==> src/rtl/key_pkg.sv <==
// Shared constants for the key-count demo: segment codes, blank pattern,
// board clock rate, and the single-digit BCD increment.
package key_pkg;

  localparam int CLK_HZ = 50_000_000;

  typedef logic [3:0] bcd_t;

  // Active-low {dp,g,f,e,d,c,b,a}; element n is the code for digit n.
  localparam logic [9:0][7:0] SEG_LUT = {
    8'h90, 8'h80, 8'hF8, 8'h82, 8'h92,
    8'h99, 8'hB0, 8'hA4, 8'hF9, 8'hC0
  };

  localparam logic [7:0] SEG_BLANK = 8'hFF;

  function automatic bcd_t bcd_inc(input bcd_t d);
    return (d >= 4'd9) ? 4'd0 : d + 4'd1;
  endfunction

endpackage

==> src/rtl/key_count_disp_if.sv <==
// Press-pulse input and count / display output bundle of key_count_disp.
interface key_count_disp_if #(
  parameter int DIGITS = 4
);
  logic                  flag;
  logic                  clr;
  logic [4*DIGITS-1:0]   count_bcd;
  logic                  ovf;
  logic [DIGITS-1:0]     sel;
  logic [7:0]            seg;

  modport master (output flag, clr, input count_bcd, ovf, sel, seg);
  modport slave  (input flag, clr, output count_bcd, ovf, sel, seg);
endinterface

==> src/rtl/seg7_decode.sv <==
// Combinational BCD digit to active-low 7-segment code; blank or non-BCD
// input gives all segments off.
module seg7_decode
  import key_pkg::*;
(
  input  bcd_t       bcd_i,
  input  logic       blank_i,
  output logic [7:0] seg_o
);

  always_comb begin
    seg_o = SEG_BLANK;
    if (!blank_i && (bcd_i <= 4'd9)) seg_o = SEG_LUT[bcd_i];
  end

endmodule

==> src/rtl/key_count_disp.sv <==
// BCD press counter with ripple carry, plus a time-multiplexed common-anode
// 7-segment scanner that registers sel and seg together.
module key_count_disp
  import key_pkg::*;
#(
  parameter int DIGITS   = 4,
  parameter int SCAN_DIV = 50000,
  parameter bit LZB      = 1'b1
) (
  input  logic            clk,
  input  logic            rst,
  key_count_disp_if.slave bus
);

  localparam int DIVW = (SCAN_DIV > 1) ? $clog2(SCAN_DIV) : 1;
  localparam int IDXW = (DIGITS > 1) ? $clog2(DIGITS) : 1;

  // ---------------- counter ----------------
  bcd_t [DIGITS-1:0] cnt_q, cnt_d, inc_val;
  logic [DIGITS-1:0] is9, is0, zero_hi;
  logic [DIGITS:0]   carry;
  logic              ovf_q, ovf_d;

  for (genvar i = 0; i < DIGITS; i++) begin : g_dig
    assign is9[i]     = (cnt_q[i] == 4'd9);
    assign is0[i]     = (cnt_q[i] == 4'd0);
    assign inc_val[i] = bcd_inc(cnt_q[i]);
  end

  // carry[i]: digit i steps this cycle; zero_hi[i]: digits i..top all zero
  always_comb begin
    carry   = '0;
    zero_hi = '0;
    carry[0] = bus.flag;
    for (int i = 0; i < DIGITS; i++) carry[i+1] = carry[i] & is9[i];
    zero_hi[DIGITS-1] = is0[DIGITS-1];
    for (int i = DIGITS - 2; i >= 0; i--) zero_hi[i] = zero_hi[i+1] & is0[i];
  end

  always_comb begin
    cnt_d = cnt_q;
    ovf_d = 1'b0;
    if (bus.clr) begin
      cnt_d = '0;
    end else begin
      for (int i = 0; i < DIGITS; i++)
        if (carry[i]) cnt_d[i] = inc_val[i];
      ovf_d = carry[DIGITS];
    end
  end

  // ---------------- scanner ----------------
  logic [DIVW-1:0]   div_q, div_d;
  logic [IDXW-1:0]   idx_q, idx_d;
  logic [DIGITS-1:0] sel_q, sel_d;
  logic [7:0]        seg_q, seg_d;
  bcd_t              cur_bcd;
  logic              cur_blank;

  always_comb begin
    div_d = div_q + 1'b1;
    idx_d = idx_q;
    if (div_q == DIVW'(SCAN_DIV - 1)) begin
      div_d = '0;
      idx_d = (idx_q == IDXW'(DIGITS - 1)) ? '0 : idx_q + 1'b1;
    end
  end

  // Units digit is never blanked so a zero count still shows "0".
  assign cur_bcd   = cnt_q[idx_q];
  assign cur_blank = LZB && (idx_q != '0) && zero_hi[idx_q];
  assign sel_d     = ~(DIGITS'(1) << idx_q);

  seg7_decode u_dec (
    .bcd_i   (cur_bcd),
    .blank_i (cur_blank),
    .seg_o   (seg_d)
  );

  always_ff @(posedge clk or posedge rst) begin
    if (rst) begin
      cnt_q <= '0;
      ovf_q <= 1'b0;
      div_q <= '0;
      idx_q <= '0;
      sel_q <= ~DIGITS'(1);
      seg_q <= SEG_LUT[0];
    end else begin
      cnt_q <= cnt_d;
      ovf_q <= ovf_d;
      div_q <= div_d;
      idx_q <= idx_d;
      sel_q <= sel_d;
      seg_q <= seg_d;
    end
  end

  assign bus.count_bcd = cnt_q;
  assign bus.ovf       = ovf_q;
  assign bus.sel       = sel_q;
  assign bus.seg       = seg_q;

endmodule

==> src/flat_wrapper.sv <==
// flat-port wrapper written by rule: the top's interface ports become plain ports
module key_count_disp_flat import key_pkg::*;
#(
  parameter int DIGITS   = 4,
  parameter int SCAN_DIV = 50000,
  parameter bit LZB      = 1'b1
)
  (clk, rst, bus_flag, bus_clr, bus_count_bcd, bus_ovf, bus_sel, bus_seg);
  key_count_disp_if #(.DIGITS(DIGITS)) bus_i ();
  input  logic clk;
  input  logic rst;
  input wire logic [$bits(bus_i.flag)-1:0] bus_flag;
  input wire logic [$bits(bus_i.clr)-1:0] bus_clr;
  output wire logic [$bits(bus_i.count_bcd)-1:0] bus_count_bcd;
  output wire logic [$bits(bus_i.ovf)-1:0] bus_ovf;
  output wire logic [$bits(bus_i.sel)-1:0] bus_sel;
  output wire logic [$bits(bus_i.seg)-1:0] bus_seg;
  assign bus_i.flag = bus_flag;
  assign bus_i.clr = bus_clr;
  assign bus_count_bcd = bus_i.count_bcd;
  assign bus_ovf = bus_i.ovf;
  assign bus_sel = bus_i.sel;
  assign bus_seg = bus_i.seg;
  key_count_disp #(.DIGITS(DIGITS), .SCAN_DIV(SCAN_DIV), .LZB(LZB)) u_core (.clk(clk), .rst(rst), .bus(bus_i));
endmodule
==> config.mk <==
export PLATFORM = sky130hd
export DESIGN_NAME = key_count_disp_flat
export DESIGN_NICKNAME = d
export VERILOG_FILES = /design/src/rtl/key_pkg.sv /design/src/rtl/key_count_disp_if.sv /design/src/rtl/seg7_decode.sv /design/src/rtl/key_count_disp.sv /design/src/flat_wrapper.sv
export SDC_FILE = /design/constraint.sdc
export NUM_CORES = 1
export LEC_CHECK = 0
export CAP_MARGIN = 0
export CORE_UTILIZATION = 60
export DETAILED_ROUTE_END_ITERATION = 8
export PLACE_DENSITY_LB_ADDON = 0.3
export SLEW_MARGIN = 5
export SYNTH_ARGS = -nofsm -noshare
export SYNTH_HDL_FRONTEND = slang
export SYNTH_HIERARCHICAL = 1
export SYNTH_SLANG_ARGS = --single-unit
==> constraint.sdc <==
create_clock -name clk -period 5.4 [get_ports clk]
set_input_delay 0.54 -clock clk [delete_from_list [all_inputs] [get_ports clk]]
set_output_delay 0.54 -clock clk [all_outputs]
set_load 0.03 [all_outputs]
Word level (Yosys, flattened, before mapping):

Memory sizes are Yosys's and may differ from the RTL's.
Cells that the tools add are included.

* add/subtract/negate cells: 6
* magnitude comparators: 7
* equality and inequality tests: 6
* shifts and indexed selects: 1
* mux-type cells: 18
* bitwise gates (word level): 8
* reduce and logical (&&, ||, !) cells: 12

Operator list (number)
* $mux 4: 9
* $mux 16: 2
* $add 16x1->16 const B: 1
* $add 4x1->4 const B: 4
* $eq 16x16->1 const B: 1
* $eq 4x4->1 const B: 4
* $ge 4x4->1 const B: 4
* $logic_not 4->1: 4
* $mux 8: 2
* $reduce_bool 2->1: 5
* $bmux 4 s2: 1
* $and 1x1->1: 7
* $lt 4x5->1 const B: 1
* $le 4x4->1 const B: 1
* $not 4->4: 1
* $shl 1x2->4 const A: 1
* $lt 2x3->1 const B: 1
* $add 2x1->2 const B: 1
* $bmux 1 s2: 1
* $eq 2x2->1 const B: 1
* $logic_and 1x1->1: 2
* $mux 1: 2
* $mux 2: 1
* $logic_not 1->1: 1

* bits in registers: 47
* memory bits (read-only): 128
* input bits: 4
* output and inout bits: 29
* logic and storage cells: 68
* memories kept: 1

Memory list
* (name not given): words 16, bits a word 8, rd ports 1, clocked after memory_dff 0, write ports 0, RTL line seg7_decode.sv:13 `if (!blank_i && (bcd_i <= 4'd9)) seg_o = SEG_LUT[bcd_i];`

Longest topological paths before layout:

Gate-level depths: netlist (run 1).

* depth after elaboration: 10
* depth in mapped cells: 8
* gate-level depth less buffers: 7

By module:

The synthesis (run 1) kept the hierarchy.

By module, submodules not included
* key_count_disp: times used 1, cells an instance 229, area an instance 2437.3 µm², sequential area each 1182.4 µm²
* seg7_decode: times used 1, cells an instance 31, area an instance 221.5 µm², sequential area each 0.0 µm²

Worst setup path after synthesis (run 1):

Ideal clock, no wire load.

* path type: reg2reg
* start point: reg u_core.idx_q[1]
* end point: reg u_core.seg_q[4], in the netlist u_core/bus.seg[4]
* library setup time: 135 ps
* arrival: 1880 ps
* required time: 5265 ps
* path slack: 3385 ps
* stages on the path, launching flop included: 8
* buffers on the path: 1
* period minus slack after synthesis: 2015 ps
* cell sequence: dfrtp_1 > clkbuf_1 > mux4_2 > inv_1 > ha_1 > o21bai_4 > a21oi_4 > o211ai_1

* elaborated cells between the ends (all ways): 12
* those cells by class: order compare (1); mux (6); reduce/logical (4); memory (1)

RTL lines
* from (decl): RTL line key_count_disp.sv:54 `logic [IDXW-1:0] idx_q, idx_d;`
* from (signal assigned): RTL line key_count_disp.sv:92 `idx_q <= idx_d;`
* $bmux 4 s2 (*): RTL line key_count_disp.sv:70 `assign cur_bcd = cnt_q[idx_q];`
* $mux 4 (not written as such) (*): RTL line key_count_disp.sv:70
* net u_core.cur_bcd[0]: RTL line key_count_disp.sv:57 `bcd_t cur_bcd;`
* $mem_v2 16x8 / $le 4x4->1 (equally long branches)
* $mux 8 (not written as such) / $logic_and 1x1->1 (equally long branches): RTL line seg7_decode.sv:13
* $mux 8 (*): RTL line seg7_decode.sv:13
* net u_core.seg_d[4]: RTL line key_count_disp.sv:56 `logic [7:0] seg_q, seg_d;`
* to (signal assigned): RTL line key_count_disp.sv:87 `seg_q <= SEG_LUT[0];`
* to (signal assigned): RTL line key_count_disp.sv:94 `seg_q <= seg_d;`
* to (decl): RTL line key_count_disp.sv:56

The timed path passes the listed nets; every way through them passes the cells marked *. The select of a mux whose other input is x is not followed.
A chain may end at the register's enable or synchronous reset.

Worst setup path in the final report (run 1):

* start point: reg u_core.idx_q[1]
* end point: reg u_core.seg_q[1], in the netlist u_core/bus.seg[1]

The elaborated chain is that of the path after synthesis.

==> results by stage, run 1 <==
Finish:
- From synthesis to final layout, the design area changed by 17.4%.
- The library cells used most frequently in the layout, excluding fill and tap cells, are 42 x sky130_fd_sc_hd__dfrtp_1, 32 x sky130_fd_sc_hd__clkdlybuf4s50_1, 27 x sky130_fd_sc_hd__nor2_1.
- The most common cell after layout, fill and taps aside is sky130_fd_sc_hd__dfrtp_1.
- The number of filler cells placed in the layout is 278.
- Once layout is complete, the utilization of the core stands at 75.8%.
- The antenna diode count is 0.
- The sequential cells in the finished layout cover a total of 1180 µm².
- The multi-input combinational cells in the finished layout cover a total of 1350 µm².
- The final layout contains 322 nets.
- The number of standard cells in the layout, taps in and fillers out is 343.
- In the final layout, the share of cells above drive strength 1 is 8.87%.

Routing:
- For this block, the initial DRC count from the detailed router was 168.
- The average routed wire per standard cell is 15.3 µm.
- The post-detailed-route count of antenna-violating nets is 0.
- In the routed design, unresolved DRC markers number 0.
- Dividing the detail-routed via count by the number of cells gives 5.87.
- The number of optimization iterations in the first detailed-route pass is 4.
- The total number of vias is 2012.
- Summed over all layers, the routed wires come to 5250 µm.

Floorplan:
- The x dimension of the die is 68.6 µm.
- The die covers 4700 µm².
- The die outline height is 68.6 µm.
- The I/O pin count is 33.
- The initial standard-cell utilization of the core is 64.6%.
- The number of rows created at floorplan is 23.
- The total core area is 4120 µm².

Clock tree:
- The hold-fix buffer count after cts is 0.
- For the worst-skew pair, the clock arrives at the later sink with an insertion delay of 0.30 ns.
- TritonCTS built the clock tree.
- Post-CTS timing repair inserted 0 buffers for setup.
- Once the clock tree was built, the resizer swapped 0 gates to a different size.
- The number of clock buffers added by TritonCTS is 5.
- Clock-pin slew was measured on the worst setup and hold paths at 0.09 ns.
- The H-tree depth is 2.
- The cell chosen for the clock root is sky130_fd_sc_hd__clkbuf_8.
- Counting every sink on the clock net gives 47.
- The buffer levels on the longest clock path is 2.

Yosys:
- The netlist area before placement is 2660 µm².
- For this run, asynchronously set or reset flops after synthesis account for 100%.
- The number of synthesized flops with an enable pin is 0.
- Synthesis handed over a netlist of 260 instances.
- The register area share after synthesis is 44.5%.
- In this run, synthesis produced a sequential element count of 47.
- Synthesis produced a netlist with a net count of 290.
- During synthesis, Yosys emitted a total of 6 warnings.
- For this run, the leading register cell type out of synthesis is sky130_fd_sc_hd__dfrtp_1.
- The count of different cell masters after synthesis is 47.
- A synthesized cell averages 10.2 µm².

GRT:
- The number of antenna violations at the first check in global routing is 0.
- The first-pass GRT wire length is 8850 µm.
- Global routing finished with a remaining overflow of 0.
- The number of global-route vias before repair came to 1920.
- Entering global routing, the biggest net connects 48 pins.
- Across every metal layer, demand over resource in global routing totals 25.7%.

Timing:
- The count of endpoints failing hold in the final timing report is 0.
- The clock period could shrink to 2.14 ns.
- The setup TNS after final layout is 0 ns.
- Setup violations remaining at the end of the flow were counted as 0.
- The part of the cycle the worst path needs is 39.7%.
- The tightest hold margin is 0.502 ns.
- The largest clock skew in the final design is 0.00774 ns.
- Setup repair after global routing left no endpoint under its margin.
- The worst slew margin relative to its limit is 37.0%.
- The final-report max-slew violation count is 0.
- Timing would allow up to 467 MHz.
- For the pin with the worst max-slew slack, the measured transition is 0.943 ns.

Worst setup path:
- On the worst path, the slowest cell contributes a delay of 0.63 ns.
- STA puts the critical path data arrival time at 2.31 ns.
- In this run the critical register-to-register path is launched from u_core/idx_q[1]$_DFFE_PP0N_.
- The slowest stage of the critical path belongs to the cell sky130_fd_sc_hd__mux4_2.
- Traced cell by cell, the critical path runs through mux4_2, inv_1, ha_1, o21bai_4, a21oi_4, o21ai_0.
- The path type of the worst setup path is reg -> reg.
- The flop-to-flop setup slack is 3.26 ns.
- The required arrival time at the worst endpoint is 5.57 ns.
- The number of stages on the worst setup path is 6.
- The type of destination of the critical path is a register.
- The number of cells traversed by the worst register-to-register path is 6.
- The end of the worst register-to-register path is u_core/bus.seg[1]$_DFF_PP0_.
- The launch point of the critical path is u_core/idx_q[1]$_DFFE_PP0N_.
- The most critical setup path has its endpoint at u_core/bus.seg[1]$_DFF_PP0_.
- The cell family contributing the most delay on the critical path is multiplexers.
- The highest fanout seen on the critical path is 9.
- The number of buffer and inverter stages on the critical path is 1.
- The category of the worst setup path launch point is a register.

Flow run:
- The number of maximum-capacitance violations is 0.

Power and ir drop:
- The worst voltage drop across the vdd grid is 130 µV.
- The power density of the placed cells is 229 nW/µm².
- In this run the static leakage power is 1.39 nW.

Placement:
- In this run the tool buffered the top-level ports with 32 buffer cells.
- The number of cells after detailed placement is 335.
- The weighted congestion at the end of routability-driven global placement is 0.851.
- The sum of net half-perimeters after detailed placement is 3520 µm.

Hold path:
- The worst min-delay path category is reg -> reg.
- Along the worst hold path, the cell count comes to 1.

Run status:
- The flow ran to the end, and the final reports show no timing, DRC or antenna violations.
## per-stage QoR
stage / worst slack, ns / instance area (µm²) / total power (W)
4_1_cts: 3.25 / 3120 / 0.000720
2_1_floorplan: 3.39 / 2660 / 0.000422
6_report: 3.26 / 3120 / 0.000714
3_3_place_gp: 3.34 / 3000 / 0.000444
5_1_grt: 3.16 / 3120 / 0.000742
3_5_place_dp: 3.29 / 3000 / 0.000446
## routing by layer
metal	GRT usage, %	part of all wire [%]	vias up
met5	0	0	-
met4	8.85	1.5	0
li1	-	-	965
met3	4.93	3.5	9
met1	32.0	43	982
met2	44.2	52	56
## cell families after synthesis
group	synth area share, %
simple gates	18.5
flops	44.5
compound gates	10.3
buf+inv	4.71
fa+ha+maj	12.2
xor+xnor	4.94
mux	4.66
other cells	0.141
## cell usage after synthesis, types with 2 or more instances
library cell               instances  area share, %
sky130_fd_sc_hd__a22oi_1           2           0.56
sky130_fd_sc_hd__nor4_1            3           0.71
sky130_fd_sc_hd__or3b_1            2           0.66
sky130_fd_sc_hd__dfrtp_1          42             40
sky130_fd_sc_hd__xnor2_1          10            3.3
sky130_fd_sc_hd__o31ai_1           3           0.85
sky130_fd_sc_hd__dfstp_2           5            4.9
sky130_fd_sc_hd__mux2_2            3            1.3
sky130_fd_sc_hd__nand4_1           5            1.2
sky130_fd_sc_hd__clkbuf_1          3           0.42
sky130_fd_sc_hd__xor2_1            5            1.6
sky130_fd_sc_hd__ha_1             26             12
sky130_fd_sc_hd__inv_1            22            3.1
sky130_fd_sc_hd__nand4b_1          2           0.66
sky130_fd_sc_hd__a211oi_1          2           0.56
sky130_fd_sc_hd__nand2_1          16            2.3
sky130_fd_sc_hd__nor3_1            6            1.1
sky130_fd_sc_hd__and4_1            2           0.66
sky130_fd_sc_hd__mux4_2            4            3.4
sky130_fd_sc_hd__buf_4             2           0.56
sky130_fd_sc_hd__a21oi_1          12            2.3
sky130_fd_sc_hd__nand3_1          15            2.8
sky130_fd_sc_hd__o21ai_0          15            2.8
sky130_fd_sc_hd__a22o_1            2           0.66
sky130_fd_sc_hd__nor2b_1           2           0.47
sky130_fd_sc_hd__nor2_1           27            3.8
sky130_fd_sc_hd__and3b_1           2           0.66
## worst min path at each step
stage	from	endpoint
finish	u_core/div_q[0]$_DFF_PP0_	u_core/div_q[0]$_DFF_PP0_
global route	u_core/div_q[0]$_DFF_PP0_	u_core/div_q[0]$_DFF_PP0_
CTS	u_core/div_q[0]$_DFF_PP0_	u_core/div_q[0]$_DFF_PP0_
detailed placement	u_core/div_q[0]$_DFF_PP0_	u_core/div_q[0]$_DFF_PP0_
global placement	u_core/div_q[0]$_DFF_PP0_	u_core/div_q[0]$_DFF_PP0_
floorplan	u_core/div_q[0]$_DFF_PP0_	u_core/div_q[0]$_DFF_PP0_
## cell type report
class / count / area share (%)
multi-input cells: 184 / 43.3
flip-flops and latches: 47 / 37.9
repair buffers: 32 / 10.3
clock buffers: 6 / 2.65
inverters: 22 / 2.65
well taps: 50 / 2.00
clock inverters: 2 / 1.24
## where the power goes
part	switching, W	internal, W
Clock	0.000122	0.000152
Combinational	0.0000456	0.0000287
Sequential	0.00000485	0.000360
Total	0.000173	0.000541
## state kept, by name, indices dropped and copies added (netlist names)
signal                cells
u_core/bus.count_bcd     16
u_core/div_q             16
u_core/bus.seg            8
u_core/bus.sel            4
u_core/idx_q              2
u_core/bus.ovf            1
## worst register-to-register path: cells and delay by family, from the launching register on
family / cells / cell delay [ns]
AO/OA/AOI/OAI: 3 / 0.44
adder cells (fa/ha/maj): 1 / 0.22
buffers and inverters: 1 / 0.13
flip-flops: 1 / 0.59
multiplexers: 1 / 0.64
(Power assumes the default switching activity.)
==> run 2: changes to the inputs <==
--- a/config.mk
+++ b/config.mk
@@ -6,7 +6,7 @@
 export NUM_CORES = 1
 export LEC_CHECK = 0
 export CAP_MARGIN = 0
-export CORE_UTILIZATION = 60
+export CORE_UTILIZATION = 55
 export DETAILED_ROUTE_END_ITERATION = 8
 export PLACE_DENSITY_LB_ADDON = 0.3
 export SLEW_MARGIN = 5
==> constraint.sdc (replaced) <==
create_clock -name clk -period 2 [get_ports clk]
set_input_delay 0.2 -clock clk [delete_from_list [all_inputs] [get_ports clk]]
set_output_delay 0.2 -clock clk [all_outputs]
set_load 0.03 [all_outputs]
==> run 2 against run 1 <==
Net effect: clock skew about the same; final cell count up 4.7%; utilization down 3.6 points; sequential cell count unchanged; first-iteration DRC count down 39%; combinational power rose to 3.0 times the previous value; fmax up 13%; design area up 4.3%; worst hold slack worse by 0.25 ns; highest routed layer unchanged; sequential power rose to 2.7 times the previous value.
==> results by stage, run 2 (synthesis results as in run 1) <==
Run status:
- The flow ran to the end, and the final reports show no timing, DRC or antenna violations.

Worst setup path:
- The critical path in this run is classified as reg -> reg.
- The number of cells traversed by the worst register-to-register path came to 6 (unchanged).
- The worst setup path is launched from a register.
- The type of destination of the critical path is a register.
- The critical register-to-register path startpoint is u_core/idx_q[1]$_DFFE_PP0N_.
- The worst endpoint data arrival time is 2.06 ns (-0.25 ns).
- The highest fanout seen on the critical path is 7 (-2).
- The flop-to-flop setup slack is 0.11 ns (-3.15 ns).
- The end of the worst register-to-register path is u_core/bus.seg[4]$_DFF_PP0_.
- The required arrival time at the worst endpoint was 2.17 ns (-3.40 ns).

Floorplan:
- The area enclosed by the die boundary came to 5120 µm² (+8.8%).
- The die outline height was 71.5 µm (+4.3%).
- The number of rows created at floorplan is 24 (+4.3%).
- The total core area is 4500 µm² (+9.5%).
- The I/O pin count was 33 (unchanged).
- The initial standard-cell utilization of the core is 59.0% (-5.6 points).
- The x dimension of the die was 71.5 µm (+4.3%).

Power and ir drop:
- The internal power consumption is 0.00148 W (+170%).
- The worst voltage drop across the vdd grid is 302 µV (+130%).
- The combinational power share was 11.4% (+1.0 points).
- The static power due to leakage is 1.46 nW (+5.3%).
- The net switching power of the design is 0.000463 W (+170%).
- The fraction of power consumed by sequential logic is 50.6% (-0.5 points).
- The switching part of the total came to 23.9% (-0.33 points).
- The power density of the placed cells is 596 nW/µm² (+160%).
- The part of the total power dissipated in the clock network was 38.0% (-0.5 points).

GRT:
- The met1 capacity usage during global routing came to 30.8% (-1.2 points).
- met2 is the most crowded layer.
- The residual overflow from global routing came to 0 (unchanged).
- The routing usage on met3 came to 3.38% (-1.6 points).
- The maximum number of pins on one net before global-route repair is 48 (unchanged).
- The number of global-route vias before repair came to 1906 (-0.73%).
- The global-route usage over all layers was 22.7% (-2.9 points).
- The first-pass GRT wire length is 9030 µm (+2.0%).
- The number of antenna violations at the first check in global routing is 0 (unchanged).
- The global-route track usage on met2 came to 37.0% (-7.2 points).

Timing:
- The tightest hold margin is 0.248 ns (-0.254 ns).
- The worst slew margin relative to its limit is 64.2% (+27 points).
- The setup TNS after final layout is 0 ns (unchanged).
- The time the final worst path needs with I/O delays and setup came to 1.89 ns (-0.249 ns).
- The upper clock frequency limit came to 528 MHz (+13%).
- The slew at the pin closest to its max-slew limit was 0.536 ns (-0.407 ns).
- Setup repair after global routing left no endpoint under its margin.
- The final-report max-slew violation count is 0 (unchanged).
- The part of the cycle the worst path needs came to 94.7% (+55 points).
- The number of setup violations in the final report is 0 (unchanged).
- The count of endpoints failing hold in the final timing report is 0 (unchanged).
- The largest clock skew in the final design is 0.00771 ns (-0.0000287 ns).

Clock tree:
- The buffer levels on the longest clock path came to 2 (unchanged).
- The H-tree depth is 2 (unchanged).
- The worst-skew pair later-pin latency is 0.30 ns (about the same).
- The CTS tree is done.
- The number of clock sinks seen by CTS is 47 (unchanged).
- The cell chosen for the clock root is sky130_fd_sc_hd__clkbuf_8.
- The clock-pin slew reported for the worst setup and hold paths after clock tree synthesis is 0.09 ns (about the same).
- The total CTS buffers came to 5 (unchanged).

Routing:
- The total number of vias is 2050 (+1.9%).
- The average routed wire per standard cell is 14.7 µm (-4.2%).
- The final wirelength came to 5260 µm (+0.29%).
- The DRC violation count after routing was 0 (unchanged).
- The number of DRC markers after the initial detailed-route iteration is 102 (-39%).
- The number of optimization iterations in the first detailed-route pass came to 4 (unchanged).
- The post-detailed-route count of antenna-violating nets came to 0 (unchanged).
- The number of vias per cell after detailed routing came to 5.71 (-2.7%).

Finish:
- Leaving out fill and tap cells, the most frequent cells in the layout are 40 x sky130_fd_sc_hd__dfrtp_1, 32 x sky130_fd_sc_hd__clkdlybuf4s50_1, 27 x sky130_fd_sc_hd__nor2_1.
- The fraction of layout instances using a drive strength above 1 came to 14.7% (+5.8 points).
- The antenna diode count is 0 (unchanged).
- The area growth from synthesis to layout is 22.4%.
- The post-layout net count is 336 (+4.3%).
- The library cell used most frequently in the layout, excluding fill and tap cells, is sky130_fd_sc_hd__dfrtp_1.
- The fraction of the core area covered by cells at the end of the flow was 72.2% (-3.6 points).
- The finished layout cell area was 3250 µm² (+4.3%).

Placement:
- The number of buffers inserted by port buffering is 32 (unchanged).
- The sum of net half-perimeters after detailed placement was 3740 µm (+6.1%).
- The weighted congestion at the end of routability-driven global placement is 0.892 (+4.7%).
- The post-placement cell area is 3100 µm² (+3.5%).

Flow run:
- The number of maximum-capacitance violations is 0 (unchanged).

Hold path:
- The worst min-delay path category is in -> async.
## run 2: routing by layer
metal,part of all wire (%),vias up,wire length (µm)
met3,3.6,10,191
met4,1.7,0,89
li1,-,993,-
met1,47,993,2490
met5,0,-,0
met2,47,54,2490
## run 2: worst max-delay path, cell delays in order, from the launching register on
cell and delay, ns:
sky130_fd_sc_hd__dfrtp_2 0.45, sky130_fd_sc_hd__mux4_2 0.57, sky130_fd_sc_hd__inv_1 0.14, sky130_fd_sc_hd__ha_2 0.23, sky130_fd_sc_hd__o21bai_4 0.07, sky130_fd_sc_hd__a21oi_4 0.20
sky130_fd_sc_hd__o211ai_1 0.12
## run 2: area by class of cell
type | instances | area (µm²)
Tap cell | 52 | 65.1
Fill cell | 320 | 1250
Inverter | 22 | 82.6
Multi-Input combinational cell | 184 | 1360
Timing Repair Buffer | 46 | 438
Clock inverter | 2 | 38.8
Clock buffer | 6 | 82.6
Sequential cell | 47 | 1180
## run 2: how the worst max path moves through the flow
stage / from / end / slack [ns] / cells past startpoint
floorplan: u_core/bus.count_bcd[1]$_DFFE_PP0P_ / u_core/bus.seg[4]$_DFF_PP0_ / 0.09 / 7
global placement: u_core/bus.count_bcd[1]$_DFFE_PP0P_ / u_core/bus.seg[4]$_DFF_PP0_ / 0.10 / 7
detailed placement: u_core/idx_q[1]$_DFFE_PP0N_ / u_core/bus.seg[4]$_DFF_PP0_ / 0.01 / 6
CTS: u_core/bus.count_bcd[1]$_DFFE_PP0P_ / u_core/bus.seg[4]$_DFF_PP0_ / 0.04 / 7
global route: u_core/idx_q[1]$_DFFE_PP0N_ / u_core/bus.seg[0]$_DFF_PP0_ / 0.004 / 6
finish: u_core/idx_q[1]$_DFFE_PP0N_ / u_core/bus.seg[4]$_DFF_PP0_ / 0.11 / 6
## run 2: timing repair
action / in CTS / in global routing
pin swaps: 0 / 2
hold buffers: 0 / 0
resized for setup: 1 / 4
setup buffers: 0 / 2
setup endpoints to repair: 1 / 7
## run 2: power groups by stage
stage	registers [W]	clock network (W)	logic [W]
finish	0.000982	0.000736	0.000221
global route	0.000984	0.000796	0.000241
CTS	0.000982	0.000751	0.000215
detailed placement	0.00100	0	0.000215
global placement	0.00100	0	0.000210
floorplan	0.00104	0	0.0000947
## run 2: stage by stage
step / total power, W / worst slack [ns] / instances
2_1_floorplan: 0.00114 / 0.0881 / 260
3_3_place_gp: 0.00121 / 0.102 / 349
3_5_place_dp: 0.00121 / 0.0109 / 349
4_1_cts: 0.00195 / 0.0379 / 357
5_1_grt: 0.00202 / 0.00391 / 359
6_report: 0.00194 / 0.107 / 359
